## src/rtl/serial_diff_pkg.sv

```systemverilog
// Shared definitions for the bit-serial subtractor: FSM state encoding and default width.
package serial_diff_pkg;

    localparam int DEFAULT_WIDTH = 8;

    typedef enum logic [1:0] {
        ST_IDLE = 2'd0,
        ST_SUB  = 2'd1,
        ST_NEG  = 2'd2,
        ST_DONE = 2'd3
    } state_t;

endpackage

```

## src/rtl/serial_diff_if.sv

```systemverilog
// Request/result bundle between a controller (master) and the serial subtractor (slave).
interface serial_diff_if #(
    parameter int WIDTH = 8
) ();

    logic             start;
    logic [WIDTH-1:0] a;
    logic [WIDTH-1:0] b;
    logic             busy;
    logic             done;
    logic [WIDTH-1:0] diff;
    logic             borrow;
    logic [WIDTH-1:0] abs_diff;

    modport master (
        output start, a, b,
        input  busy, done, diff, borrow, abs_diff
    );

    modport slave (
        input  start, a, b,
        output busy, done, diff, borrow, abs_diff
    );

endinterface

```

## src/rtl/serial_diff_full_adder.sv

```systemverilog
// Single-bit full adder cell shared by the subtract and negate passes.
module full_adder (
    input  logic a,
    input  logic b,
    input  logic cin,
    output logic sum,
    output logic cout
);

    assign sum  = a ^ b ^ cin;
    assign cout = (a & b) | (a & cin) | (b & cin);

endmodule

```

## src/rtl/serial_diff_unit.sv

```systemverilog
// Bit-serial |a - b| unit: one full-adder cell, LSB first, with an optional
// second serial pass that negates the raw result when a < b.
module serial_diff_unit
    import serial_diff_pkg::*;
#(
    parameter int WIDTH = DEFAULT_WIDTH
) (
    input  logic         clk,
    input  logic         reset,
    serial_diff_if.slave bus
);

    localparam int              CNT_W    = $clog2(WIDTH) + 1;
    localparam logic [CNT_W-1:0] CNT_LAST = CNT_W'(WIDTH - 1);
    localparam logic [CNT_W-1:0] CNT_ONE  = CNT_W'(1);

    state_t           state_q, state_d;
    logic [WIDTH-1:0] a_sr_q, a_sr_d;
    logic [WIDTH-1:0] b_sr_q, b_sr_d;
    logic [WIDTH-1:0] res_sr_q, res_sr_d;
    logic [WIDTH-1:0] raw_q, raw_d;
    logic             carry_q, carry_d;
    logic [CNT_W-1:0] cnt_q, cnt_d;
    logic [WIDTH-1:0] diff_q, diff_d;
    logic             borrow_q, borrow_d;
    logic [WIDTH-1:0] abs_q, abs_d;

    logic             fa_a, fa_b, fa_sum, fa_cout;
    logic [WIDTH-1:0] res_shift;

    // The single adder cell computes a + ~b in SUB and ~res + 0 in NEG;
    // both passes start with carry = 1 to complete the two's complement.
    always_comb begin
        if (state_q == ST_NEG) begin
            fa_a = ~res_sr_q[0];
            fa_b = 1'b0;
        end else begin
            fa_a = a_sr_q[0];
            fa_b = ~b_sr_q[0];
        end
    end

    full_adder u_fa (
        .a    (fa_a),
        .b    (fa_b),
        .cin  (carry_q),
        .sum  (fa_sum),
        .cout (fa_cout)
    );

    assign res_shift = {fa_sum, res_sr_q[WIDTH-1:1]};

    always_comb begin
        state_d  = state_q;
        a_sr_d   = a_sr_q;
        b_sr_d   = b_sr_q;
        res_sr_d = res_sr_q;
        raw_d    = raw_q;
        carry_d  = carry_q;
        cnt_d    = cnt_q;
        diff_d   = diff_q;
        borrow_d = borrow_q;
        abs_d    = abs_q;

        unique case (state_q)
            ST_IDLE: begin
                if (bus.start) begin
                    a_sr_d   = bus.a;
                    b_sr_d   = bus.b;
                    res_sr_d = '0;
                    carry_d  = 1'b1;
                    cnt_d    = '0;
                    state_d  = ST_SUB;
                end
            end
            ST_SUB: begin
                res_sr_d = res_shift;
                carry_d  = fa_cout;
                a_sr_d   = {1'b0, a_sr_q[WIDTH-1:1]};
                b_sr_d   = {1'b0, b_sr_q[WIDTH-1:1]};
                cnt_d    = cnt_q + CNT_ONE;
                if (cnt_q == CNT_LAST) begin
                    raw_d = res_shift;
                    if (!fa_cout) begin
                        // Borrow: keep the raw result aside and re-arm for negation.
                        carry_d = 1'b1;
                        cnt_d   = '0;
                        state_d = ST_NEG;
                    end else begin
                        diff_d   = res_shift;
                        borrow_d = 1'b0;
                        abs_d    = res_shift;
                        state_d  = ST_DONE;
                    end
                end
            end
            ST_NEG: begin
                res_sr_d = res_shift;
                carry_d  = fa_cout;
                cnt_d    = cnt_q + CNT_ONE;
                if (cnt_q == CNT_LAST) begin
                    diff_d   = raw_q;
                    borrow_d = 1'b1;
                    abs_d    = res_shift;
                    state_d  = ST_DONE;
                end
            end
            ST_DONE: begin
                state_d = ST_IDLE;
            end
            default: state_d = ST_IDLE;
        endcase
    end

    always_ff @(posedge clk or posedge reset) begin
        if (reset) begin
            state_q  <= ST_IDLE;
            a_sr_q   <= '0;
            b_sr_q   <= '0;
            res_sr_q <= '0;
            raw_q    <= '0;
            carry_q  <= 1'b0;
            cnt_q    <= '0;
            diff_q   <= '0;
            borrow_q <= 1'b0;
            abs_q    <= '0;
        end else begin
            state_q  <= state_d;
            a_sr_q   <= a_sr_d;
            b_sr_q   <= b_sr_d;
            res_sr_q <= res_sr_d;
            raw_q    <= raw_d;
            carry_q  <= carry_d;
            cnt_q    <= cnt_d;
            diff_q   <= diff_d;
            borrow_q <= borrow_d;
            abs_q    <= abs_d;
        end
    end

    assign bus.busy     = (state_q == ST_SUB) || (state_q == ST_NEG);
    assign bus.done     = (state_q == ST_DONE);
    assign bus.diff     = diff_q;
    assign bus.borrow   = borrow_q;
    assign bus.abs_diff = abs_q;

endmodule

```

## src/flat_wrapper.sv

```systemverilog
// flat-port wrapper written by rule: the top's interface ports become plain ports
module serial_diff_unit_flat import serial_diff_pkg::*;
#(
    parameter int WIDTH = DEFAULT_WIDTH
)
  (clk, reset, bus_start, bus_a, bus_b, bus_busy, bus_done, bus_diff, bus_borrow, bus_abs_diff);
  serial_diff_if #(.WIDTH(WIDTH)) bus_i ();
  input  logic clk;
  input  logic reset;
  input wire logic [$bits(bus_i.start)-1:0] bus_start;
  input wire logic [$bits(bus_i.a)-1:0] bus_a;
  input wire logic [$bits(bus_i.b)-1:0] bus_b;
  output wire logic [$bits(bus_i.busy)-1:0] bus_busy;
  output wire logic [$bits(bus_i.done)-1:0] bus_done;
  output wire logic [$bits(bus_i.diff)-1:0] bus_diff;
  output wire logic [$bits(bus_i.borrow)-1:0] bus_borrow;
  output wire logic [$bits(bus_i.abs_diff)-1:0] bus_abs_diff;
  assign bus_i.start = bus_start;
  assign bus_i.a = bus_a;
  assign bus_i.b = bus_b;
  assign bus_busy = bus_i.busy;
  assign bus_done = bus_i.done;
  assign bus_diff = bus_i.diff;
  assign bus_borrow = bus_i.borrow;
  assign bus_abs_diff = bus_i.abs_diff;
  serial_diff_unit #(.WIDTH(WIDTH)) u_core (.clk(clk), .reset(reset), .bus(bus_i));
endmodule
```

## config.mk

```make
export PLATFORM = sky130hd
export DESIGN_NAME = serial_diff_unit_flat
export DESIGN_NICKNAME = d
export VERILOG_FILES = /design/src/rtl/serial_diff_pkg.sv /design/src/rtl/serial_diff_if.sv /design/src/rtl/serial_diff_full_adder.sv /design/src/rtl/serial_diff_unit.sv /design/src/flat_wrapper.sv
export SDC_FILE = /design/constraint.sdc
export NUM_CORES = 1
export LEC_CHECK = 0
export CAP_MARGIN = 5
export CORE_UTILIZATION = 52
export CTS_CLUSTER_SIZE = 30
export DETAILED_ROUTE_END_ITERATION = 10
export GPL_ROUTABILITY_DRIVEN = 1
export GPL_TIMING_DRIVEN = 0
export MAX_ROUTING_LAYER = met4
export PLACE_DENSITY_LB_ADDON = 0.1
export SLEW_MARGIN = 20
export SYNTH_ARGS = -nofsm -noshare
export SYNTH_HDL_FRONTEND = slang
export SYNTH_SLANG_ARGS = --single-unit
```

## constraint.sdc

```tcl
create_clock -name clk -period 7.1 [get_ports clk]
set_input_delay 1.42 -clock clk [delete_from_list [all_inputs] [get_ports clk]]
set_output_delay 1.42 -clock clk [all_outputs]
set_load 0.005 [all_outputs]
```

==> impl_metrics.yaml <==
run_status:
  outcome: "finished, final reports clean"
grt:
  grt_pass1_vias: 1736
  grt_antenna_before_repair: 0
  grt_use_total: 0.2043
  grt_overflow: 0
  grt_max_degree: 57
  grt_pass1_wl_mm: 7.990
sta:
  hold_viol: 0
  slew_headroom: 0.5454
  rsz0062_at_grt: "false"
  setup_tns_ns: 0
  fin_crit_sh: 0.4447
  slew_viol_final: 0
  timing.fmax_mhz: 316.7
  finClkSkew_ns: 0.007821
  worst_slew_pin_slew_ns: 0.6819
  setup_viol: 0
  period_needed_ns: 3.157
detailed_routing:
  first_pass_iters: 4
  wl_mm: 4.495
  viasPerCell: 5.184
  drc_errors: 0
  ant_nets: 0
  drt-initial-drc-count: 66
  wire_per_inst_um: 13.58
  vias: 1716
yosys:
  yosysWarnings: 0
  synthArstFlopShare: 1.000
  synthAdderAreaFrac: 0.03207
  synth_top_area_cell: "dfrtp_1"
  synth_ff_type: "dfrtp_1"
  syn-num-nets: 245
  synthXorXnorAreaFrac: 0
  synth_mux_area_frac: 0.1574
  syn_area_sq_um: 2575
  yosysTopAreaCellShare: 0.5442
  syn_area_per_cell_sq_um: 11.70
  synth-compound-area-share: 0.1351
  synth_top_family_by_area: "multiplexers"
  yosys-top-cells-area: "dfrtp_1, mux2i_1, nand2_1"
  synth.most_common_cell: "dfrtp_1"
  synth_seq_cells: 56
  syn_inst: 220
  synth_edf_count: 0
  synth_commonest_cells: "dfrtp_1, nand2_1, o21ai_0"
  ys_seq_area_frac: 0.5442
  synth_cell_types: 35
  synth-simple-area-share: 0.09621
finish:
  antennaDiodeCount: 0
  fin_nets: 289
  syn2layout_area_growth_pct: 22.74
  drive_gt1_frac: 0.1591
  stdcell_count: 331
  stdcell_area_sq_um: 3161
cts:
  cts_setup_buffers: 0
  clkTransAtPathRegs_ns: 0.09
  cts_buffers: 5
  clk_latency_ns: 0.31
  root_buffer: "clkbuf_8"
  clock_sinks: 56
  cts_tree: "built"
  htreeDepth: 2
  cts_resized: 0
  postCtsHoldBufs: 0
  cts_buffer_depth: 2
floorplan:
  design.die.area_sq_um: 5237
  start_util: 0.5416
  row_count: 25
  chipHeight_um: 72.37
  core_sq_um: 4755
  ios: 38
  die_w_um: 72.37
pwr:
  total_power_uw: 1166
  p_leak_uw: 0.001453
  powerDensity_nw_per_um2: 369.0
  worst_ir_drop_vdd_v: 0.0002464
setup_path:
  slowest_stage: "clkdlybuf4s50_1"
  slowest_delay_ns: 0.53
  cp_data_required_time_ns: 5.68
  arrival_ns: 1.74
  path_class: "flop to output port"
  worstSetupEndpointType: "output port"
  crit_chain: "inv_1 -> ha_1 -> clkdlybuf4s50_1"
  rr_worst_depth: 8
  worstSetupStartpointType: "flop"
  crit_fanout: 6
  cp_top_family: "buffers and inverters"
  path_depth: 3
  cp_num_buf_inv: 2
placed_design:
  place_congestion: 0.7962
  numPortBuffers: 37
  dp_hpwl_mm: 3.150
  place_area_sq_um: 3032
  dp.cells: 324
run:
  maxCapViolCount: 0
min_path:
  min_path_cells: 2
  hold_path_class: "flop to flop"
worst register-to-register path, stage by stage, from the launching register on:
cell and delay, ns:
dfrtp_1 0.45, inv_1 0.09, ha_1 0.25, buf_1 0.32
or2_2 0.40, fa_1 0.43, a211o_1 0.34, buf_6 0.17
mux2_4 0.30
worst paths after layout:
kind | start | to | slack [ns]
min reg2reg | u_core.bus.diff[4] | u_core.bus.diff[4] | 0.48
max in group asynchronous | reset | u_core.res_sr_q[7] | 5.08
max | u_core.state_q[0] | bus_busy | 3.94
min in group asynchronous | reset | u_core.bus.abs_diff[1] | 1.57
max reg2reg | u_core.state_q[0] | u_core.bus.abs_diff[6] | 4.24
min | u_core.bus.diff[4] | u_core.bus.diff[4] | 0.48
registers in the layout, indices dropped and copies added (netlist names):
| register | flops |
|---|---|
| u_core.bus.diff | 8 |
| u_core.carry_q | 1 |
| u_core.a_sr_q | 8 |
| u_core.state_q | 2 |
| u_core.bus.abs_diff | 8 |
| u_core.bus.borrow | 1 |
| u_core.raw_q | 8 |
| u_core.b_sr_q | 8 |
| u_core.res_sr_q | 8 |
| u_core.cnt_q | 4 |
placed cells by master, fill, tap and decap left out, drive strengths merged, types with 3 or more instances in the layout:
master,n
a22o,9
dfrtp,56
clkdlybuf4s50,37
buf,9
inv,5
nor2,6
clkbuf,6
a21oi,4
mux2i,21
mux2,15
ha,5
nor2b,3
nand2b,3
o21ai,34
nand2,33
cell type report:
type	instances	area (sq um)
Fill cell	411	1594
Sequential cell	56	1401
Multi-Input combinational cell	149	1084
Timing Repair Buffer	37	370.4
Tap cell	67	83.83
Buffer	10	71.32
Clock buffer	5	68.82
Clock inverter	2	60.06
Inverter	5	21.27
kinds of logic (layout without fill, tap and decap cells):
family,after synthesis,count (layout)
AO/OA/AOI/OAI,53,53
multiplexers,36,36
buffers and inverters,15,59
AND/OR/NAND/NOR,54,54
adder cells (fa/ha/maj),6,6
flip-flops,56,56
power breakdown:
part           internal, uW  switching, uW  total, uW
registers               397           55.2        452
clock network           139           98.4        237
logic                   213            264        477
per-layer routing:
layer  vias up  GRT usage  wire [um]  share of wire
met3         7    0.04167        136          0.030
met4         0    0.06318         81          0.018
met2        33     0.3240       2206           0.49
met1       815     0.2659       2071           0.46
li1        861          -          -              -
met5         -          -          0              0
stage by stage:
step,hold slack [ns],util,worst slack (ns)
4_1_cts,0.4871,0.6647,3.917
2_1_floorplan,0.4418,-,4.309
3_3_place_gp,0.4605,0.6371,3.248
6_report,0.4801,0.6647,3.943
3_5_place_dp,0.4662,0.6376,4.138
5_1_grt,0.5116,0.6647,3.794
Note: power is estimated with default switching activity, not from simulation.
